[src/rtl/fuzzy_pkg.sv]
// fuzzy_pkg: shared definitions for the fuzzy PI controller stages.
//   - one-hot state encoding for the accumulator FSM
//   - Q1.15 reference constants (default 16-bit word)
//   - clamp_s: signed saturating clamp; the lower limit is applied last so
//     it wins when the limits are inverted. Callers sign-extend to 32 bits.
package fuzzy_pkg;

  typedef enum logic [2:0] {
    S_IDLE = 3'b001,
    S_MUL  = 3'b010,
    S_ACC  = 3'b100
  } state_t;

  localparam int          Q_N         = 16;
  localparam logic [15:0] Q_ONE_M     = 16'h7FFF;
  localparam logic [15:0] Q_MINUS_ONE = 16'h8000;

  function automatic logic signed [31:0] clamp_s(input logic signed [31:0] x,
                                                 input logic signed [31:0] lo,
                                                 input logic signed [31:0] hi);
    logic signed [31:0] r;
    r = x;
    if (r > hi) r = hi;
    if (r < lo) r = lo;
    return r;
  endfunction

endpackage

[src/rtl/serial_mult_q.sv]
// serial_mult_q: N-cycle signed shift-add multiplier for Q1.(N-1) operands.
//   clk, rst_n : clock, async active-low reset (clears all registers)
//   clr        : synchronous abort of a multiply in flight
//   start      : latch a, b and begin; one partial product per cycle
//   a, b       : signed Q1.(N-1) operands
//   p          : product bits [2N-2:N-1] (floor), -1 x -1 saturated to max
//   done       : one-cycle pulse after the N-th partial product
module serial_mult_q #(
  parameter int N = 16
) (
  input  logic                clk,
  input  logic                rst_n,
  input  logic                clr,
  input  logic                start,
  input  logic signed [N-1:0] a,
  input  logic signed [N-1:0] b,
  output logic signed [N-1:0] p,
  output logic                done
);
  localparam int            CW   = $clog2(N) + 1;
  localparam logic [CW-1:0] LAST = CW'(N - 1);
  localparam logic [N-1:0]  MINV = {1'b1, {(N-1){1'b0}}};
  localparam logic [N-1:0]  MAXV = {1'b0, {(N-1){1'b1}}};

  logic [2*N-1:0] acc, mcand;
  logic [N-1:0]   mplier;
  logic [CW-1:0]  cnt;
  logic           run, sat;

  always_ff @(posedge clk or negedge rst_n) begin
    if (!rst_n) begin
      acc <= '0; mcand <= '0; mplier <= '0; cnt <= '0;
      run <= 1'b0; done <= 1'b0; sat <= 1'b0;
    end else if (clr) begin
      acc <= '0; mcand <= '0; mplier <= '0; cnt <= '0;
      run <= 1'b0; done <= 1'b0; sat <= 1'b0;
    end else if (start) begin
      acc    <= '0;
      mcand  <= {{N{a[N-1]}}, a};
      mplier <= b;
      cnt    <= '0;
      run    <= 1'b1;
      done   <= 1'b0;
      // only -1 x -1 overflows the Q1.(N-1) result range
      sat    <= (a == MINV) && (b == MINV);
    end else if (run) begin
      // the multiplier's sign bit carries weight -2^(N-1): subtract on it
      if (mplier[0]) acc <= (cnt == LAST) ? acc - mcand : acc + mcand;
      mcand  <= mcand << 1;
      mplier <= mplier >> 1;
      cnt    <= cnt + 1'b1;
      if (cnt == LAST) begin
        run  <= 1'b0;
        done <= 1'b1;
      end
    end else begin
      done <= 1'b0;
    end
  end

  assign p = sat ? MAXV : acc[2*N-2:N-1];

endmodule

[src/rtl/fuzzy_pi_accum.sv]
// fuzzy_pi_accum: incremental output integrator after the fuzzy PI controller.
//   clk, rst_n    : clock, async active-low reset (2-flop deassert sync)
//   din, gain     : increment and scale factor, Q1.(N-1), sampled with din_valid
//   din_valid     : single-cycle strobe; accepted only while idle
//   u_min, u_max  : live clamp limits (u_min wins when inverted)
//   hold          : anti-windup freeze, sampled with din
//   clr           : synchronous clear of u, FSM and ovr
//   u, u_valid    : accumulated value and its one-cycle update pulse
//   busy          : increment in progress
//   ovr           : sticky, a strobe arrived while busy
module fuzzy_pi_accum
  import fuzzy_pkg::*;
#(
  parameter int N = 16
) (
  input  logic                clk,
  input  logic                rst_n,
  input  logic signed [N-1:0] din,
  input  logic                din_valid,
  input  logic signed [N-1:0] gain,
  input  logic signed [N-1:0] u_min,
  input  logic signed [N-1:0] u_max,
  input  logic                hold,
  input  logic                clr,
  output logic signed [N-1:0] u,
  output logic                u_valid,
  output logic                busy,
  output logic                ovr
);
  // async assert, synchronous release
  logic [1:0] rst_q;
  logic       rst_int_n;
  always_ff @(posedge clk or negedge rst_n) begin
    if (!rst_n) rst_q <= 2'b00;
    else        rst_q <= {rst_q[0], 1'b1};
  end
  assign rst_int_n = rst_q[1];

  state_t              state, state_nx;
  logic                accept, start, mul_done, hold_q;
  logic signed [N-1:0] p;
  logic signed [N:0]   s_sum;
  logic signed [31:0]  s_clamp;

  // busy is registered, so a strobe on the u_valid edge is still refused
  assign accept = din_valid && !busy;

  always_comb begin
    state_nx = state;
    start    = 1'b0;
    unique case (state)
      S_IDLE: if (accept) begin start = 1'b1; state_nx = S_MUL; end
      S_MUL:  if (mul_done) state_nx = S_ACC;
      S_ACC:  state_nx = S_IDLE;
      default: state_nx = S_IDLE;
    endcase
  end

  serial_mult_q #(.N(N)) u_mult (
    .clk   (clk),
    .rst_n (rst_int_n),
    .clr   (clr),
    .start (start),
    .a     (din),
    .b     (gain),
    .p     (p),
    .done  (mul_done)
  );

  // N+1-bit sum cannot wrap; the clamp brings it back into range
  always_comb begin
    s_sum   = hold_q ? {u[N-1], u} : ({u[N-1], u} + {p[N-1], p});
    s_clamp = clamp_s(32'(s_sum), 32'(u_min), 32'(u_max));
  end

  always_ff @(posedge clk or negedge rst_int_n) begin
    if (!rst_int_n) begin
      state <= S_IDLE; u <= '0; u_valid <= 1'b0; busy <= 1'b0;
      ovr <= 1'b0; hold_q <= 1'b0;
    end else if (clr) begin
      state <= S_IDLE; u <= '0; u_valid <= 1'b0; busy <= 1'b0;
      ovr <= 1'b0; hold_q <= 1'b0;
    end else begin
      state   <= state_nx;
      u_valid <= 1'b0;
      if (din_valid && busy) ovr <= 1'b1;
      if (start) begin
        busy   <= 1'b1;
        hold_q <= hold;
      end
      if (state == S_ACC) begin
        u       <= s_clamp[N-1:0];
        u_valid <= 1'b1;
        busy    <= 1'b0;
      end
    end
  end

endmodule

[config.mk]
export PLATFORM = sky130hd
export DESIGN_NAME = fuzzy_pi_accum
export DESIGN_NICKNAME = d
export VERILOG_FILES = /design/src/rtl/fuzzy_pkg.sv /design/src/rtl/serial_mult_q.sv /design/src/rtl/fuzzy_pi_accum.sv
export SDC_FILE = /design/constraint.sdc
export NUM_CORES = 1
export LEC_CHECK = 0
export CORE_ASPECT_RATIO = 1.2
export CORE_MARGIN = 2
export CORE_UTILIZATION = 50
export DETAILED_ROUTE_END_ITERATION = 8
export GPL_TIMING_DRIVEN = 0
export PLACE_DENSITY = 0.71
export SYNTH_ARGS = -nofsm -noshare
export SYNTH_HDL_FRONTEND = slang
export SYNTH_HIERARCHICAL = 1
export SYNTH_SLANG_ARGS = --single-unit
export TNS_END_PERCENT = 30
[constraint.sdc]
create_clock -name clk -period 11.19 [get_ports clk]
set_clock_uncertainty 0.2 [all_clocks]
set_input_delay 1.119 -clock clk [delete_from_list [all_inputs] [get_ports clk]]
set_output_delay 1.119 -clock clk [all_outputs]
set_load 0.05 [all_outputs]
# Yosys cells after proc, flatten, opt, wreduce, memory -nomap -nowiden
# Cells that the tools add are included.
# totals
word_cells	86
output_inout_bits	19
input_bits	69
regBits	113
# op_classes
n_reduce_logical	12
n_mux	45
eq_ne	9
add_sub_neg	4
order_cmp	2
# ops
cell	count
32-bit two-way mux	9
16-bit two-way mux	7
32-bit adder	1
16-bit == test, second input constant	2
32-bit by 16-bit < comparator with 1-bit output	1
32-bit subtractor	1
1-bit two-way mux	21
16-bit by 16-bit adder with 17-bit output	1
17-bit by 16-bit > comparator with 1-bit output	1
17-bit two-way mux	1
5-bit two-way mux	3
3-bit two-way mux	3
3-bit nonzero test	3
3-bit case mux with 2 select lines	1
2-bit nonzero test	3
5-bit by 1-bit adder with 5-bit output, second input constant	1
5-bit by 4-bit == test with 1-bit output, second input constant	1
4-bit != test, second input constant	1
2-bit AND reduction	2
3-bit by 1-bit == test with 1-bit output, second input constant	1
3-bit by 2-bit == test with 1-bit output, second input constant	1
3-bit == test, second input constant	1
1-bit logical AND	3
3-bit by 2-bit != test with 1-bit output, second input constant	1
other kinds (2)	2

# Logic depth before layout (Yosys ltp)
# Gate-level depths: netlist (run 1).
# depth
depth_word	9
mapped_depth	29
ltp_nobuf	27

# Hierarchy
# The synthesis (run 1) kept the hierarchy.
# by_module_without_submodules
module	instances	area_per_inst_um2	cells_per_inst	seq_area_each_um2
serial_mult_q	1	6288.5	751	2152.1
fuzzy_pi_accum	1	3136.8	400	626.9

# Worst setup path after synthesis (run 1)
# Ideal clock, no wire load.
# synth_timing
path_kind	register to register
startpoint	register u_mult.sat
endpoint	register u[15]
slack_ns	5.041
setup_time_ns	0.120
synth_period_minus_slack_ns	6.149
path_buffers	3
required_ns	10.870
path_stages_with_launch	27
arrival_ns	5.829
path_cell_list	dfrtp_1 > clkbuf_1 > or2_2 > ha_1 > a2111o_1 > o22a_1 > a311oi_1 > xnor2_1 > nand2b_1 > nand2_1 > ha_1 > nand4_1 > nor4_1 > a211oi_1 > a211oi_4 > buf_2 > mux2_2 > ha_1 > nand4_1 > nor4_1 > a22oi_1 > nand4_1 > mux2i_1 > nor2b_1 > buf_4 > o31ai_1 > a31o_2
# synth_between
elab_chain_len	9
# synth_rtl
item	line_no	rtl
start, declared	serial_mult_q.sv:28	logic run, sat;
start signal, assigned	serial_mult_q.sv:45	sat <= (a == MINV) && (b == MINV);
16-bit two-way mux *	serial_mult_q.sv:61	assign p = sat ? MAXV : acc[2*N-2:N-1];
named net p[7]	fuzzy_pi_accum.sv:41	logic signed [N-1:0] p;
16-bit by 16-bit adder with 17-bit output *	fuzzy_pi_accum.sv:72	s_sum = hold_q ? {u[N-1], u} : ({u[N-1], u} + {p[N-1], p});
17-bit two-way mux *	fuzzy_pi_accum.sv:72	
17-bit by 16-bit > comparator with 1-bit output	fuzzy_pkg.sv:23	if (r > hi) r = hi;
32-bit two-way mux *	fuzzy_pkg.sv:23	
32-bit by 16-bit < comparator with 1-bit output	fuzzy_pkg.sv:24	if (r < lo) r = lo;
16-bit two-way mux *	fuzzy_pkg.sv:24	
16-bit two-way mux *	fuzzy_pi_accum.sv:91	if (state == S_ACC) begin
16-bit two-way mux *	fuzzy_pi_accum.sv:80	end else if (clr) begin
end signal, assigned	fuzzy_pi_accum.sv:92	u <= s_clamp[N-1:0];
end, declared	fuzzy_pi_accum.sv:25	output logic signed [N-1:0] u,
# Mark *: on every way through the listed nets, which the timed path passes. The rest lies on a longest branch. The select of a mux whose other input is x is not followed.
# A chain may end at the register's enable or synchronous reset.

# Final worst setup path (run 1)
# layout_timing
startpoint	register u_mult.sat
endpoint	register u[0]
# Same word-level chain as after synthesis.

==> out/qor.yml, run 1 <==
cts_setup_buffers: 0
clk_pin_slew_ns: 0.08
tightest_slew_ns: 1.09
fin_nets: 1403
core_area_um2: 18600
avgSynthCellArea_um2: 8.19
die_w_um: 129
syn-num-nets: 1304
p_leak_nw: 4.79
cp.buffers_inverters: 4
run_status: "completed"
gp_congestion: 0.895
cts_tree: "built"
synth_xor_area_share_pct: 6.03
via_per_inst: 5.69
setup-violations-final: 0
ys.flop_type: "dfrtp_1"
switching_share_pct: 37.2
slew_violations: 0
slowest_delay_ns: 0.49
dr.pass1.iters: 5
path_depth: 27
timing.rr.end: "u[0]$_DFFE_PN0N_"
p_switching_uw: 455
numCtsBuffers: 9
yosysWarningCount: 6
drc: 0
syn_to_final_growth_pct: 16.1
rrSetupSlack_ns: 3.87
rsz0062_at_grt: "no"
cp-start-kind: "flop"
ir_drop_mv: 0.0700
ys_seq_area_share_pct: 29.5
yosysTopAreaCell: "dfrtp_1"
reg2regPathDepth: 27
cp_max_fo: 10
crit_end: "u[0]$_DFFE_PN0N_"
ctsHoldBuffers: 0
fp.dieArea_um2: 20000
crit_start: "u_mult/sat$_DFFE_PN0P_"
drive_above_1_share_pct: 6.53
grt_max_degree: 68
synth_top_family_by_area: "simple AND/OR/NAND/NOR gates"
gr-total-overflow: 0
end_kind: "flop"
cts.sinks: 111
synth_area_um2: 9430
track_usage_pct: 24.4
ctsResizeCount: 0
timing.rr.start: "u_mult/sat$_DFFE_PN0P_"
synthMuxAreaShare_pct: 5.02
num_rows: 55
critPathArrivalTime_ns: 7.34
path_class: "flop to flop"
synth_edf_count: 0
stdcell_count: 1511
fin_ws_ns: 3.87
cap_violations: 0
cts-htree-levels: 3
initial_utilization_pct: 50.5
grt_pass1_vias: 8400
yosysMostFrequentCell: "nor2_1"
synthSimpleGateAreaFrac_pct: 21.6
yosys.area_share.adder_pct: 11.3
syn_inst: 1151
pre_cts_ws_ns: 3.92
post-route-min-period_ns: 7.32
cts_root_buf: "clkbuf_16"
ant_nets: 0
hold_viol: 0
period_share_pct: 65.4
async_reset_ff_share_pct: 100
antenna_found_initial: 0
netlist.area_leader.share_pct: 29.2
power_mw: 1.23
fmax_mhz: 137
synth_common_cells: "153 x nor2_1, 110 x dfrtp_1, 100 x nand2_1"
hold_path_class: "flop to async pin"
drt-initial-drc-count: 341
wl_per_cell_um: 15.9
required_ns: 11.22
vias: 8591
ys_ff_latch: 111
dp_hpwl_um: 19200
combPwrFrac_pct: 37.3
portBuffers: 87
clockPowerShare_pct: 26.1
clk_path_buf_depth: 2
setup_tns_ns: 0
yosysUniqueCellTypes: 85
insertion_delay_ns: 0.36
dieHeight_um: 154
n_antenna_cell: 0
timing.slew.headroom_pct: 27.1
wirelength_um: 24000
grt_pass1_wl_um: 39500
p_per_area_nw_per_um2: 112
crit_slowest_cell: "dfrtp_1"
cp_top_family: "compound AO/OA/AOI/OAI gates"
place_inst: 1495
power.internal_uw: 770
yosys-top-cells-area: "dfrtp_1 29%, ha_1 11%, nor2_1 6.1%, a21oi_1 5.2%, xnor2_1 4.4%"
synth-compound-area-share_pct: 21.4
ios: 88
seqPwrFrac_pct: 36.6
-- registers in the layout, indices dropped and copies added, names as in the netlist, 2 cells and up --
register / flops
rst_q: 2
state: 3
u_mult/mplier: 16
u_mult/mcand: 31
u_mult/cnt: 5
u_mult/acc: 31
u: 16
-- cell usage in the layout (no fill, tap or decap), types with 15 or more instances in the layout --
| master | synthesis | layout |
|---|---|---|
| nor3_1 | 16 | 16 |
| nor2_1 | 153 | 153 |
| inv_1 | 64 | 64 |
| dfrtp_1 | 110 | 109 |
| xor2_1 | 16 | 16 |
| xnor2_1 | 47 | 47 |
| o21ai_0 | 71 | 71 |
| nor2b_1 | 27 | 27 |
| ha_1 | 82 | 82 |
| clkdlybuf4s50_1 | 0 | 87 |
| nand2_1 | 100 | 100 |
| nand3_1 | 26 | 26 |
| or2_2 | 19 | 19 |
| nand4_1 | 17 | 17 |
| a21oi_1 | 98 | 98 |
| a211oi_1 | 26 | 26 |
| clkbuf_1 | 42 | 42 |
| mux2i_1 | 36 | 36 |
| o311ai_0 | 15 | 15 |
| nor4_1 | 16 | 16 |
-- metal layers --
| metal | GRT usage, % | part of all wire (%) | up-vias |
|---|---|---|---|
| li1 | - | - | 4316 |
| met1 | 29.0 | 42 | 4019 |
| met2 | 43.5 | 49 | 208 |
| met3 | 3.46 | 4.3 | 48 |
| met4 | 10.7 | 3.9 | 0 |
| met5 | 0 | 0 | - |
-- stage by stage --
stage	instance area, um^2	hold WS, ns	util (%)
final	10900	0.143	58.7
after floorplan	9430	0.131	-
after global placement	10600	0.134	56.9
after CTS	10900	0.158	58.7
after global routing	10900	0.160	58.7
after detailed placement	10600	0.139	57.1
-- worst register-to-register path: stages, from the launching register on --
cell and delay (ns):
dfrtp_1 0.49, clkbuf_1 0.25, or2_2 0.34, ha_1 0.27, clkbuf_1 0.29, nand2_1 0.13
o211ai_1 0.21, o211ai_1 0.18, o311ai_0 0.41, nor3_1 0.10, o21ai_0 0.29, ha_1 0.31
nand4_1 0.12, nor4_1 0.06, mux2_2 0.29, a211oi_4 0.49, buf_2 0.34, mux2_2 0.38
ha_1 0.29, nand4_1 0.15, nor4_1 0.46, a22oi_1 0.18, nand4_1 0.13, mux2i_1 0.07
nor2b_1 0.19, buf_4 0.23, mux2i_1 0.26, o21ai_1 0.09
-- cells by family (layout without fill, tap and decap cells) --
group / after synthesis / after routing
AND/OR/NAND/NOR: 415 / 415
buffers and inverters: 121 / 225
other: 1 / 1
adder cells (fa/ha/maj): 84 / 84
AO/OA/AOI/OAI: 309 / 309
flip-flops: 111 / 111
multiplexers: 46 / 46
XOR/XNOR: 64 / 64
-- power by group through the flow --
stage	combinational [mW]	clock, mW	sequential, mW
after floorplan	0.337	0	0.455
after global placement	0.443	0	0.460
after detailed placement	0.456	0	0.457
after CTS	0.458	0.330	0.449
after global routing	0.510	0.343	0.452
final	0.457	0.320	0.449
-- final cells by class --
type,instances,area (um^2)
sequential,111,2780
fill,1705,7710
multi-input combinational,919,6160
timing repair buffer,88,898
inverter,64,240
clock inverter,7,67.6
tap,256,320
buffer,57,246
clock buffer,9,225
-- how the worst min path moves through the flow --
stage                             from                        end  slack [ns]  depth (start not counted)
finish              rst_q[1]$_DFF_PN0_  u_mult/acc[1]$_DFFE_PN0P_        0.14                          0
CTS                 rst_q[0]$_DFF_PN0_         rst_q[1]$_DFF_PN0_        0.16                          0
global route        rst_q[0]$_DFF_PN0_         rst_q[1]$_DFF_PN0_        0.16                          0
global placement    rst_q[0]$_DFF_PN0_         rst_q[1]$_DFF_PN0_        0.13                          0
detailed placement  rst_q[0]$_DFF_PN0_         rst_q[1]$_DFF_PN0_        0.14                          0
floorplan           rst_q[0]$_DFF_PN0_         rst_q[1]$_DFF_PN0_        0.13                          0
(Power assumes the default switching activity.)
==> run 2, diff against run 1 <==
PLACE_DENSITY = 0.74   (was 0.71)
clock period = 5.96 ns   (was 11.19 ns; I/O delays follow)
==> run 2 against run 1 <==
Net effect: the run now ends with setup timing left; highest routed layer unchanged; non-clock buffer count up 50; sequential power up 88%; die area unchanged; via count up 5.5%; sequential share of layout area down 2.4 points.
==> out/qor.yml, run 2 (synthesis gave the netlist of run 1 again) <==
run_status: "finished, violations left"
violations: "setup timing"
gp_congestion: 0.910  # +1.7%
drt-initial-drc-count: 663  # +94%
crit_end: "u[0]$_DFFE_PN0N_"
cts_tree: "built"
dp_hpwl_um: 18900  # -1.1%
via_per_inst: 5.81  # +2.1%
slowest_delay_ns: 0.49  # about the same
grt_max_degree: 62  # -8.8%
utilization_pct: 64.8  # +6.1 points
track_usage_pct: 25.9  # +1.5 points
insertion_delay_ns: 0.36  # about the same
ir_drop_mv: 0.136  # +94%
fmax_mhz: 156  # +14%
post-route-min-period_ns: 6.42  # -0.896 ns
timing.slew.headroom_pct: 32.9  # +5.8 points
required_ns: 5.98  # -5.24 ns
reg2regPathDepth: 29  # +7.4%
wirelength_um: 26800  # +12%
setup-violations-final: 16  # +16
syn_to_final_growth_pct: 28.2
hold_path_class: "flop to flop"
ant_nets: 0  # unchanged
drive_above_1_share_pct: 16.0  # +9.5 points
reg.largest.list: "u_mult/acc x31, u_mult/mcand x31"
critPathArrivalTime_ns: 6.44  # -0.90 ns
cap_violations: 0  # unchanged
met2_usage_pct: 46.0  # +2.5 points
initial_utilization_pct: 50.5  # unchanged
cts_root_buf: "clkbuf_16"
ctsHoldBuffers: 0  # unchanged
cp_max_fo: 7  # -3
timing.rr.start: "u_mult/sat$_DFFE_PN0P_"
n_antenna_cell: 0  # unchanged
cts.sinks: 111  # unchanged
drc: 0  # unchanged
core_area_um2: 18600  # unchanged
clk_pin_slew_ns: 0.08  # about the same
cp-start-kind: "flop"
fin_ws_ns: -0.460  # -4.33 ns
numCtsBuffers: 9  # unchanged
timing.rr.end: "u[0]$_DFFE_PN0N_"
gr-total-overflow: 0  # unchanged
rrSetupSlack_ns: -0.46  # -4.33 ns
num_rows: 55  # unchanged
vias: 9066  # +5.5%
end_kind: "flop"
fin_nets: 1453  # +3.6%
hold_viol: 0  # unchanged
holdCritStartpoint: "rst_q[0]$_DFF_PN0_"
crit_start: "u_mult/sat$_DFFE_PN0P_"
power_mw: 2.42  # +98%
globalRoute.busiestLayer: "met2"
crit_slowest_cell: "dfrtp_2"
die_w_um: 129  # unchanged
dieHeight_um: 154  # unchanged
dr.pass1.iters: 5  # unchanged
gr-usage-met1_pct: 32.1  # +3.0 points
pre_cts_ws_ns: -0.935  # -4.85 ns
wl_per_cell_um: 17.2  # +8.2%
fp.dieArea_um2: 20000  # unchanged
tightest_slew_ns: 1.01  # -0.0876 ns
grt_pass1_wl_um: 41700  # +5.8%
p_per_area_nw_per_um2: 201  # +79%
period_share_pct: 108  # +42 points
rsz0062_at_grt: "yes"
layout_common_cells: "149 x nor2_1, 108 x dfrtp_1, 97 x nand2_1"
slew_violations: 0  # unchanged
cts-htree-levels: 3  # unchanged
path_class: "flop to flop"
clk_path_buf_depth: 2  # unchanged
portBuffers: 87  # unchanged
antenna_found_initial: 0  # unchanged
gr-usage-met3_pct: 2.25  # -1.2 points
ios: 88  # unchanged
grt_pass1_vias: 8517  # +1.4%
p_leak_nw: 5.19  # +8.2%
final_common_cell: "nor2_1"
hold_slack_ns: 0.154  # +0.0115 ns
-- run 2: cell types whose count changed in the layout (fill, tap and decap cells not counted), moves of 6 or more --
cell / before / now
o311ai_0: 15 / 3
o311ai_1: 0 / 6
o21ai_0: 71 / 62
buf_4: 2 / 46
o21ai_1: 3 / 11
buf_6: 1 / 8
ha_1: 82 / 62
ha_4: 0 / 17
-- run 2: area by class of cell --
| class | instances | area, um^2 |
|---|---|---|
| multi-input cells | 919 | 6840 |
| fillers | 1516 | 6560 |
| flip-flops and latches | 111 | 2780 |
| repair buffers | 139 | 1340 |
| well taps | 256 | 320 |
| plain buffers | 56 | 279 |
| clock buffers | 12 | 256 |
| inverters | 64 | 240 |
| clock inverters | 4 | 28.8 |
-- run 2: how the worst min path moves through the flow --
stage	end	slack, ns	cells past startpoint
4_1_cts	rst_q[1]$_DFF_PN0_	0.16	0
2_1_floorplan	rst_q[0]$_DFF_PN0_	0.10	0
5_1_grt	rst_q[1]$_DFF_PN0_	0.16	0
3_3_place_gp	rst_q[1]$_DFF_PN0_	0.14	0
3_5_place_dp	rst_q[1]$_DFF_PN0_	0.14	0
6_report	rst_q[1]$_DFF_PN0_	0.15	0
-- run 2: critical path, delay by kind of cell, from the launching register on --
family | cells | cell delay [ns]
compound gates | 8 | 1.77
fa+ha+maj | 3 | 0.93
buf+inv | 5 | 0.83
flops | 1 | 0.49
mux | 3 | 0.63
simple gates | 10 | 1.43
-- run 2: stage by stage --
| stage | cells | TNS (ns) | instance area (um^2) |
|---|---|---|---|
| 2_1_floorplan | 1151 | 0 | 9480 |
| 3_3_place_gp | 1494 | -12.18 | 10700 |
| 3_5_place_dp | 1495 | -13.90 | 10700 |
| 4_1_cts | 1548 | -3.98 | 11700 |
| 5_1_grt | 1561 | -11.22 | 12100 |
| 6_report | 1561 | -6.64 | 12100 |
-- run 2: power breakdown --
part | leakage [nW] | switching, mW | total (mW) | internal, mW
Sequential | 1.51 | 0.0535 | 0.845 | 0.791
Clock | 0.135 | 0.293 | 0.601 | 0.308
Combinational | 3.54 | 0.549 | 0.978 | 0.430
-- run 2: repair_timing --
item	4_1_cts	5_1_grt
endpoints found under the setup margin	16	16
gates cloned	2	0
gates resized for setup	83	62
setup buffers	36	16
pin swaps	34	40
-- run 2: layer usage --
metal	vias to the layer above	routed length [um]
li1	4428	-
met1	4270	11400
met2	313	13300
met3	55	1130
met4	0	927
met5	-	0
==> run 3, diff against run 2 <==
CORE_UTILIZATION = 54   (was 50)
PLACE_DENSITY = 0.79   (was 0.74)
==> run 3 against run 2 <==
Net effect: the flow still finishes with violations (setup timing); utilization increased by 4.2 points; routed wire length shrank 2.0%; critical path depth did not move; combinational power fell by 2.4%; via count up 0.13%; maximum frequency decreased by 2.8%; clock power is 12% higher; design area decreased by 3.0%; sequential power about the same; die area decreased by 7.2%; critical path type unchanged; critical endpoint unchanged.
==> out/qor.yml, run 3 (synthesis gave the netlist of run 1 again) <==
track_usage_pct: 27.7  # +1.7 points
setup-violations-final: 16  # unchanged
fillers: 1317  # -13%
clk_pin_slew_ns: 0.08  # about the same
cts.sinks: 111  # unchanged
globalRoute.busiestLayer: "met2"
cp_max_fo: 9  # +2
regArea_um2: 2780  # unchanged
grt_max_degree: 71  # +15%
p_per_area_nw_per_um2: 211  # +5.2%
met2_usage_pct: 49.8  # +3.8 points
die_w_um: 125  # -3.7%
fin_nets: 1442  # -0.76%
core_area_um2: 17000  # -8.9%
cts_root_buf: "clkbuf_16"
initial_utilization_pct: 55.5  # +5.0 points
dieHeight_um: 149  # -3.7%
dr.pass1.iters: 7  # +2
drt-initial-drc-count: 667  # +0.60%
setup_tns_ns: -8.77  # -2.13 ns
critPathArrivalTime_ns: 6.62  # +0.18 ns
portBuffers: 87  # unchanged
cp-start-kind: "flop"
dp_hpwl_um: 19000  # +0.11%
violations: "setup timing"
multi_input_area_um2: 6590  # -3.6%
ir_drop_mv: 0.161  # +19%
path_class: "flop to flop"
n_antenna_cell: 0  # unchanged
antenna_found_initial: 0  # unchanged
utilization_pct: 69.0  # +4.2 points
layout_common_cells: "151 x nor2_1, 108 x dfrtp_1, 98 x nand2_1"
tightest_slew_ns: 1.04  # +0.0363 ns
period_share_pct: 111  # +3.1 points
run_status: "finished, violations left"
gr-usage-met1_pct: 32.5  # +0.39 points
ctsHoldBuffers: 0  # unchanged
fp.dieArea_um2: 18500  # -7.2%
insertion_delay_ns: 0.36  # about the same
reg2regPathDepth: 29  # unchanged
fmax_mhz: 151  # -2.8%
reg.largest.list: "u_mult/acc x31, u_mult/mcand x31"
slew_violations: 0  # unchanged
hold_slack_ns: 0.131  # -0.0235 ns
slowest_delay_ns: 0.44  # -0.05 ns
drc: 0  # unchanged
cts-htree-levels: 3  # unchanged
cts_tree: "built"
via_per_inst: 6.01  # +3.5%
hold_viol: 0  # unchanged
hold_path_class: "flop to async pin"
crit_slowest_cell: "nor4_4"
numCtsBuffers: 9  # unchanged
drive_above_1_share_pct: 13.9  # -2.1 points
syn_to_final_growth_pct: 24.4
wl_per_cell_um: 17.4  # +1.3%
end_kind: "flop"
final_common_cell: "nor2_1"
ant_nets: 0  # unchanged
gp_congestion: 0.929  # +2.1%
grt_pass1_vias: 8886  # +4.3%
rsz0062_at_grt: "yes"
post-route-min-period_ns: 6.60  # +0.183 ns
grt_pass1_wl_um: 42300  # +1.3%
gr-total-overflow: 0  # unchanged
p_leak_nw: 5.05  # -2.6%
vias: 9078  # +0.13%
num_rows: 52  # -5.5%
clk_path_buf_depth: 2  # unchanged
cap_violations: 0  # unchanged
cp_common_cell: "buf_6"
required_ns: 5.98  # about the same
gr-usage-met3_pct: 2.81  # +0.56 points
wirelength_um: 26300  # -2.0%
fin_ws_ns: -0.643  # -0.183 ns
timing.slew.headroom_pct: 30.5  # -2.4 points
ios: 88  # unchanged
run 3: cell types whose count changed in the layout (fill, tap and decap cells not counted), sizes merged:
cell      before  now
buf           66   52
bufbuf         0    1
bufinv         0    2
clkbuf        53   52
clkinvlp       2    1
inv           65   67
run 3: routing by layer:
metal | part of all wire (%) | routed length (um) | vias to the layer above
met5 | 0 | 0 | -
met4 | 4.2 | 1100 | 0
met3 | 4.2 | 1100 | 67
met2 | 50 | 13200 | 290
met1 | 41 | 10900 | 4317
li1 | - | - | 4404
run 3: repair_timing:
| action | in CTS | in global routing |
|---|---|---|
| setup endpoints to repair | 16 | 16 |
| gates cloned | 3 | 0 |
| gates resized for setup | 91 | 12 |
| endpoints found under the hold margin | 0 | 0 |
| buffers inserted | 34 | 3 |
| pin swaps | 41 | 17 |
run 3: area by class of cell:
| type | instances | share of cell area, % |
|---|---|---|
| repair buffers | 128 | 10.5 |
| multi-input cells | 919 | 56.2 |
| flip-flops and latches | 111 | 23.7 |
| clock inverters | 7 | 0.865 |
| inverters | 64 | 2.05 |
| well taps | 216 | 2.31 |
| clock buffers | 9 | 1.92 |
| plain buffers | 56 | 2.37 |
run 3: stage by stage:
step | cell area [um^2] | worst slack [ns] | instances | power (mW)
2_1_floorplan | 9480 | 0.00452 | 1151 | 1.49
3_3_place_gp | 10600 | -0.804 | 1454 | 1.69
3_5_place_dp | 10600 | -0.888 | 1455 | 1.72
4_1_cts | 11600 | -0.219 | 1507 | 2.45
5_1_grt | 11700 | -0.829 | 1510 | 2.61
6_report | 11700 | -0.643 | 1510 | 2.47
run 3: report_power, final:
group | switching, mW | leakage [nW] | internal [mW]
clock network | 0.302 | 0.158 | 0.374
registers | 0.0518 | 1.51 | 0.791
logic | 0.540 | 3.38 | 0.415
run 3: critical path, delay by kind of cell (launching register included):
| family | cells | cell delay (ns) |
|---|---|---|
| buffers and inverters | 5 | 0.86 |
| and+or+nand+nor | 10 | 2.09 |
| DFF | 1 | 0.41 |
| AOI/OAI and AO/OA | 9 | 1.58 |
| adders and majority gates | 3 | 0.98 |
| muxes | 2 | 0.33 |
run 3: worst paths after layout:
path                       slack (ns)              startpoint                   endpoint
hold reg to reg                  0.13      rst_q[1]$_DFF_PN0_  u_mult/acc[0]$_DFFE_PN0P_
setup reg to reg                -0.64  u_mult/sat$_DFFE_PN0P_           u[0]$_DFFE_PN0N_
hold / removal                   0.13      rst_q[1]$_DFF_PN0_  u_mult/acc[0]$_DFFE_PN0P_
max in group asynchronous        4.64      rst_q[1]$_DFF_PN0_       state[0]$_DFFE_PN1P_
setup / recovery                -0.64  u_mult/sat$_DFFE_PN0P_           u[0]$_DFFE_PN0N_
min in group clk                 0.16      rst_q[0]$_DFF_PN0_         rst_q[1]$_DFF_PN0_
